## config.mk

```make
export PLATFORM = sky130hd
export DESIGN_NAME = adc_scan_controller
export DESIGN_NICKNAME = d
export VERILOG_FILES = /design/src/rtl/adc_pkg.sv /design/src/rtl/adc_rr_pick.sv /design/src/rtl/adc_scan_controller.sv
export SDC_FILE = /design/constraint.sdc
export NUM_CORES = 1
export LEC_CHECK = 0
export BUFFER_PORTS_ARGS = -buffer_cell sky130_fd_sc_hd__buf_4
export CELL_PAD_IN_SITES_DETAIL_PLACEMENT = 1
export CELL_PAD_IN_SITES_GLOBAL_PLACEMENT = 1
export CORE_ASPECT_RATIO = 1.75
export CORE_MARGIN = 2
export CORE_UTILIZATION = 35
export DETAILED_ROUTE_END_ITERATION = 8
export GPL_TIMING_DRIVEN = 0
export PLACE_DENSITY = 0.67
export SYNTH_ARGS = -nofsm -noshare
export SYNTH_HDL_FRONTEND = slang
export SYNTH_SLANG_ARGS = --single-unit
```

## constraint.sdc

```tcl
create_clock -name clock -period 5.2 [get_ports clock]
set_input_delay 1.04 -clock clock [delete_from_list [all_inputs] [get_ports clock]]
set_output_delay 1.04 -clock clock [all_outputs]
set_load 0.01 [all_outputs]
```

## src/rtl/adc_pkg.sv

```systemverilog
// adc_pkg: shared types and constants for the AD7928-style scan controller.
//   state_t      - scan FSM states
//   FRAME_BITS   - SPI frame length
//   NUM_CH       - ADC channel count
//   CW_*         - control-word field positions
//   DO_*         - returned DOUT frame field positions
//   ctrl_word()  - builds the 16-bit control word for a channel address
package adc_pkg;

    typedef enum logic [1:0] {
        ST_IDLE,
        ST_SETUP,
        ST_SHIFT,
        ST_QUIET
    } state_t;

    localparam int FRAME_BITS = 16;
    localparam int NUM_CH     = 8;
    localparam int ADD_W      = 3;
    localparam int DATA_W     = 12;

    // Control word layout (DIN)
    localparam int CW_WRITE   = 15;
    localparam int CW_SEQ     = 14;
    localparam int CW_ADD_LSB = 10;
    localparam int CW_PM_LSB  = 8;
    localparam int CW_SHADOW  = 7;
    localparam int CW_RANGE   = 5;
    localparam int CW_CODING  = 4;

    // Returned frame layout (DOUT)
    localparam int DO_ADD_LSB = 12;

    // WRITE=1, SEQ=0, PM=11 (normal operation), SHADOW=0, CODING=1 (straight binary).
    function automatic logic [FRAME_BITS-1:0] ctrl_word(input logic [ADD_W-1:0] add,
                                                       input logic range_2x);
        logic [FRAME_BITS-1:0] w;
        w                          = '0;
        w[CW_WRITE]                = 1'b1;
        w[CW_SEQ]                  = 1'b0;
        w[CW_ADD_LSB +: ADD_W]     = add;
        w[CW_PM_LSB +: 2]          = 2'b11;
        w[CW_SHADOW]               = 1'b0;
        w[CW_RANGE]                = range_2x;
        w[CW_CODING]               = 1'b1;
        return w;
    endfunction

endpackage

```

## src/rtl/adc_rr_pick.sv

```systemverilog
// adc_rr_pick: combinational round-robin next-channel selection.
//   scan_mask  in  channel enable bits, bit n = channel n
//   prev_add   in  previously programmed channel address
//   next_add   out lowest enabled channel above prev_add, else lowest enabled
// With an all-zero mask the output is 0; the caller never starts a frame then.
module adc_rr_pick
    import adc_pkg::*;
(
    input  logic [NUM_CH-1:0] scan_mask,
    input  logic [ADD_W-1:0]  prev_add,
    output logic [ADD_W-1:0]  next_add
);

    logic [ADD_W-1:0] lowest;
    logic [ADD_W-1:0] above;
    logic             found;

    // Both scans run high-to-low so the last hit is the lowest qualifying bit.
    always_comb begin
        lowest = '0;
        above  = '0;
        found  = 1'b0;
        for (int i = NUM_CH - 1; i >= 0; i--) begin
            if (scan_mask[i]) lowest = ADD_W'(i);
        end
        for (int i = NUM_CH - 1; i >= 0; i--) begin
            if (scan_mask[i] && (ADD_W'(i) > prev_add)) begin
                above = ADD_W'(i);
                found = 1'b1;
            end
        end
        next_add = found ? above : lowest;
    end

endmodule

```

## src/rtl/adc_scan_controller.sv

```systemverilog
// adc_scan_controller: round-robin scan of an 8-channel SPI ADC (AD7928-style).
// Each frame programs the next enabled channel and captures the conversion of
// the channel programmed in the previous frame; the first frame after IDLE is
// a prime frame whose result is dropped.
//
// Optional feature macro: ADC_ADDR_CHECK_EN
//   defined   - returned address is compared to the expected channel; on
//               mismatch addr_err pulses and the sample is dropped.
//   undefined - returned address ignored, addr_err held low.
//
// Ports:
//   clock, reset       system clock, async active-high reset
//   enable             level, scanning runs while high
//   scan_mask[7:0]     channel enable bits (sampled at each frame start)
//   ADC_CS_N/SCLK/DIN  registered ADC pin outputs (SCLK idles high)
//   ADC_DOUT           ADC serial data in, MSB first
//   sample_data[11:0]  last accepted conversion
//   sample_ch[2:0]     channel of sample_data
//   sample_valid       one-cycle strobe with new sample
//   addr_err           one-cycle strobe, returned address mismatch
//   busy               frame start until end of the final quiet period
module adc_scan_controller
    import adc_pkg::*;
#(
    parameter int   SCLK_DIV  = 25,
    parameter int   QUIET_CYC = 50,
    parameter logic RANGE_2X  = 1'b0
) (
    input  logic              clock,
    input  logic              reset,
    input  logic              enable,
    input  logic [NUM_CH-1:0] scan_mask,
    output logic              ADC_CS_N,
    output logic              ADC_SCLK,
    output logic              ADC_DIN,
    input  logic              ADC_DOUT,
    output logic [DATA_W-1:0] sample_data,
    output logic [ADD_W-1:0]  sample_ch,
    output logic              sample_valid,
    output logic              addr_err,
    output logic              busy
);

    localparam int CNT_MAX = (SCLK_DIV > QUIET_CYC) ? SCLK_DIV : QUIET_CYC;
    localparam int CNT_W   = $clog2(CNT_MAX + 1);
    localparam logic [CNT_W-1:0] SCLK_LAST  = CNT_W'(SCLK_DIV - 1);
    localparam logic [CNT_W-1:0] QUIET_LAST = CNT_W'(QUIET_CYC - 1);

    state_t                state;
    logic [CNT_W-1:0]      cnt;
    logic                  half;      // 0: SCLK low half, 1: SCLK high half
    logic [3:0]            bit_idx;
    logic [FRAME_BITS-1:0] tx;
    logic [FRAME_BITS-1:0] rx;
    logic [ADD_W-1:0]      cur_add;   // address programmed in the current frame
    logic [ADD_W-1:0]      exp_ch;    // address whose conversion this frame returns
    logic                  prime;
    logic [ADD_W-1:0]      pick;
    logic                  go;

    assign go = enable && (scan_mask != '0);

    adc_rr_pick u_pick (
        .scan_mask (scan_mask),
        .prev_add  (cur_add),
        .next_add  (pick)
    );

`ifdef ADC_ADDR_CHECK_EN
    logic unused_rx;
    assign unused_rx = rx[FRAME_BITS-1];
`else
    logic unused_rx;
    assign unused_rx = ^rx[FRAME_BITS-1:DATA_W];
`endif

    always_ff @(posedge clock or posedge reset) begin
        if (reset) begin
            state        <= ST_IDLE;
            cnt          <= '0;
            half         <= 1'b0;
            bit_idx      <= '0;
            tx           <= '0;
            rx           <= '0;
            cur_add      <= ADD_W'(NUM_CH - 1);
            exp_ch       <= '0;
            prime        <= 1'b0;
            ADC_CS_N     <= 1'b1;
            ADC_SCLK     <= 1'b1;
            ADC_DIN      <= 1'b0;
            sample_data  <= '0;
            sample_ch    <= '0;
            sample_valid <= 1'b0;
            addr_err     <= 1'b0;
            busy         <= 1'b0;
        end else begin
            sample_valid <= 1'b0;
            addr_err     <= 1'b0;
            case (state)
                ST_IDLE: begin
                    if (go) begin
                        state    <= ST_SETUP;
                        cnt      <= '0;
                        ADC_CS_N <= 1'b0;
                        busy     <= 1'b1;
                        prime    <= 1'b1;
                        exp_ch   <= cur_add;
                        cur_add  <= pick;
                        tx       <= ctrl_word(pick, RANGE_2X);
                    end
                end

                ST_SETUP: begin
                    if (cnt == SCLK_LAST) begin
                        // First falling SCLK edge presents bit 15.
                        state    <= ST_SHIFT;
                        cnt      <= '0;
                        half     <= 1'b0;
                        bit_idx  <= 4'(FRAME_BITS - 1);
                        ADC_SCLK <= 1'b0;
                        ADC_DIN  <= tx[FRAME_BITS-1];
                        tx       <= {tx[FRAME_BITS-2:0], 1'b0};
                    end else begin
                        cnt <= cnt + 1'b1;
                    end
                end

                ST_SHIFT: begin
                    if (cnt != SCLK_LAST) begin
                        cnt <= cnt + 1'b1;
                    end else if (!half) begin
                        cnt      <= '0;
                        half     <= 1'b1;
                        ADC_SCLK <= 1'b1;
                        rx       <= {rx[FRAME_BITS-2:0], ADC_DOUT};
                    end else if (bit_idx != '0) begin
                        cnt      <= '0;
                        half     <= 1'b0;
                        bit_idx  <= bit_idx - 1'b1;
                        ADC_SCLK <= 1'b0;
                        ADC_DIN  <= tx[FRAME_BITS-1];
                        tx       <= {tx[FRAME_BITS-2:0], 1'b0};
                    end else begin
                        // Frame done: rx already holds all 16 bits.
                        state    <= ST_QUIET;
                        cnt      <= '0;
                        ADC_CS_N <= 1'b1;
                        ADC_DIN  <= 1'b0;
                        if (!prime) begin
`ifdef ADC_ADDR_CHECK_EN
                            if (rx[DO_ADD_LSB +: ADD_W] != exp_ch) begin
                                addr_err <= 1'b1;
                            end else begin
                                sample_valid <= 1'b1;
                                sample_data  <= rx[DATA_W-1:0];
                                sample_ch    <= exp_ch;
                            end
`else
                            sample_valid <= 1'b1;
                            sample_data  <= rx[DATA_W-1:0];
                            sample_ch    <= exp_ch;
`endif
                        end
                    end
                end

                ST_QUIET: begin
                    if (cnt != QUIET_LAST) begin
                        cnt <= cnt + 1'b1;
                    end else if (go) begin
                        state    <= ST_SETUP;
                        cnt      <= '0;
                        ADC_CS_N <= 1'b0;
                        prime    <= 1'b0;
                        exp_ch   <= cur_add;
                        cur_add  <= pick;
                        tx       <= ctrl_word(pick, RANGE_2X);
                    end else begin
                        state <= ST_IDLE;
                        cnt   <= '0;
                        busy  <= 1'b0;
                    end
                end

                default: state <= ST_IDLE;
            endcase
        end
    end

endmodule

```

==> summary.txt <==
R2R depth - 10
Root Buffer - clkbuf_16
port bufs - 31
Hold Path Class - register to register
Synth area leaders - dfrtp_1 (46%), mux2_2 (11%), dfstp_2 (4.1%), ha_1 (3.5%), nand2_1 (2.8%)
Final WS setup - 2.66 ns
Multi-input gate area - 1470 sq um
Syn Inst Count - 297
Final nets - 361
initial antenna violation count - 0
Total Wirelength - 7230 microns
CP Data Arrival Time - 2.75 ns
R2R Setup Slk - 2.70 ns
hold path cells - 2
Setup crit start kind - primary input
met2 GRT Util - 30.3%
slowest stage delay, CP - 0.55 ns
most used flip-flop cell after synthesis - dfrtp_1
DR vias/cell - 5.15
Crit path max-delay family - simple AND/OR/NAND/NOR gates
WHS Endpoint - tx[7]
Syn-to-layout area delta - 23.4%
worst-path fanout max - 6
layer with the highest usage - met2
Worst EP required - 5.41 ns
Post-synth top cells - dfrtp_1 (59), mux2_2 (32), nand2_1 (24)
GPL Wtd Cong - 0.812
TritonCTS Sinks - 64
Die W - 76.5 microns
Mapped Area - 3220 sq um
post-CTS setup buffers - 0
post-DP HPWL - 5310 microns
standard-cell rows - 46
Yosys reg bits - 64
vias in the first global route - 2,584
register area - 1610 sq um
Setup TNS - 0 ns
Max Cap Viol - 0
post-synth top area share - 45.9%
Setup Viol. Count Final - 0
leakage power - 0.00192 uW
die height - 131 microns
Fill cells - 1,006
r2r endpoint - tx[6]
Critical R2R Launch - state[0]
Critical path origin - scan_mask[4]
Final Cycle Share - 48.9%
most common cell in the netlist - dfrtp_1
Initial Util - 35.8%
syn_area_per_cell - 10.8 sq um
layout cells sized above 1 - 29.9%
CTS Buf Count - 9
Max rail drop VDD - 0.000257 V
RSZ-0062 raised after global routing - no
Post-synth ARST share - 100%
crit path buf inv count - 1
worst-skew pair later-pin latency - 0.33 ns
CTS clk-pin slew, worst paths - 0.05 ns
fmax - 394 MHz
die area - 10,000 sq um
# H-tree levels - 3
cell area power density - 316 nW/um^2
Slew Limit Fails - 0
Final ANT Viol Nets - 0
Power Total - 1250 uW
GRT Overall Usage - 15.9%
Crit Path Class - primary input to register
Warnings, synthesis - 0
# hold bufs at CTS - 0
Max clock buf depth - 2
Final min period - 2.54 ns
final clock skew - 0.00649 ns
io pins - 33
area leader, netlist - dfrtp_1
Ant. Diodes - 0
number of synthesized flops with an enable pin - 0
global-route wire length before repair - 12,500 microns
CTS resizes - 0
Worst Tran Pin Value - 0.644 ns
first drt pass iteration count - 4
post-synthesis sequential area ratio - 50.0%
Worst setup EP type - register
routed vias - 2,397
syn nets - 318
pin count of the biggest net entering global routing - 38
Yosys cell types - 59
run status - complete, no violations
TritonCTS clock tree - done
met1 usage - 17.1%
drt wl/cell - 15.6 microns
total gr overflow - 0
Crit-path slowest cell - nor4_1
Post-route DRC - 0
Worst Min Path Start - tx[7]
Worst slew margin - 56.8%
Core Region - 8980 sq um
dpl ws - 2.31 ns
met3 track demand over resource - 2.68%
CP Cell Sequence - buf_4, nor4_1, a21bo_2, and2_1, nor2_1, mux2_2
Iteration-0 DRC Markers - 83
Final Hold Vio Count - 0
==> metrics by stage <==
stage / instances / util, % / hold WS [ns] / area, sq um
finish: 465 / 44.2 / 0.476 / 3970
floorplan: 297 / - / 0.433 / 3220
CTS: 465 / 44.2 / 0.473 / 3970
detailed placement: 449 / 40.3 / 0.462 / 3620
global route: 465 / 44.2 / 0.510 / 3970
global placement: 448 / 40.1 / 0.454 / 3600
==> worst max-delay path by stage <==
stage / cells after the start / endpoint / slack [ns]
CTS: 6 / cnt[0] / 2.64
detailed placement: 6 / cnt[0] / 2.31
global placement: 2 / exp_ch[1] / 1.70
finish: 6 / cnt[0] / 2.66
global route: 10 / tx[6] / 2.39
floorplan: 1 / ADC_DIN / 2.57
==> cells by family after synthesis <==
| family | synth area share (%) |
|---|---|
| AOI/OAI and AO/OA | 14.2 |
| adders and majority gates | 3.50 |
| buffers and inverters | 4.43 |
| DFF | 50.0 |
| muxes | 12.1 |
| other | 0.117 |
| and+or+nand+nor | 15.7 |
==> worst register-to-register path, cell delays in order, from the launching register on <==
cell and delay [ns]:
dfrtp_1 0.40, inv_1 0.12, ha_1 0.29, clkbuf_1 0.27
inv_1 0.19, a31oi_1 0.26, nor4bb_1 0.23, buf_2 0.24
buf_2 0.24, nand3_1 0.11, nand2_1 0.11
==> cell usage in the layout, fill, tap and decap left out, types with 3 or more instances in the layout <==
cell type  synthesis  final
ha_1               9      9
a31oi_1            5      5
bufinv_16          0      3
nand3_1           12     12
buf_4              2     33
buf_2              3      3
a21o_1             3      3
dfstp_2            5      5
inv_6              0      3
inv_1             17     16
nor2b_1            4      4
mux2_2            32     32
nand2b_1           5      5
a22o_1             6      6
nand2_1           24     24
o21ai_0           15     15
dfrtp_1           59     59
clkbuf_16          0      9
clkbuf_1           7      7
mux2i_1            3      3
a211oi_1           4      4
nor2_1            17     17
nand3b_1           3      3
a21oi_1           10     10
o211ai_1           4      4
==> where the power goes <==
group	switching, uW	total (uW)	internal (uW)
sequential	2.17	504	501
combinational	29.9	49.5	19.5
clock	226	700	474
total	258	1250	995
==> layer usage <==
metal | vias up | wire length [microns] | part of all wire (%)
li1 | 1154 | - | -
met1 | 1212 | 2860 | 39
met3 | 8 | 129 | 1.8
met5 | - | 0 | 0
met2 | 23 | 4100 | 57
met4 | 0 | 140 | 1.9
==> sequential cells by signal, summed over array words and instances (netlist names), 3 cells and up <==
signal and cells:
rx 12, sample_data 12, tx 12, cnt 6
bit_idx 4, cur_add 3, exp_ch 3, sample_ch 3
==> area by class of cell <==
type	instances	share of cell area, %
plain buffers	14	1.98
clock buffers	9	5.67
clock inverters	7	3.15
inverters	17	1.61
multi-input cells	202	37.0
flip-flops and latches	64	40.5
well taps	120	3.78
repair buffers	32	6.36
Power figures use the tool's default switching activity.
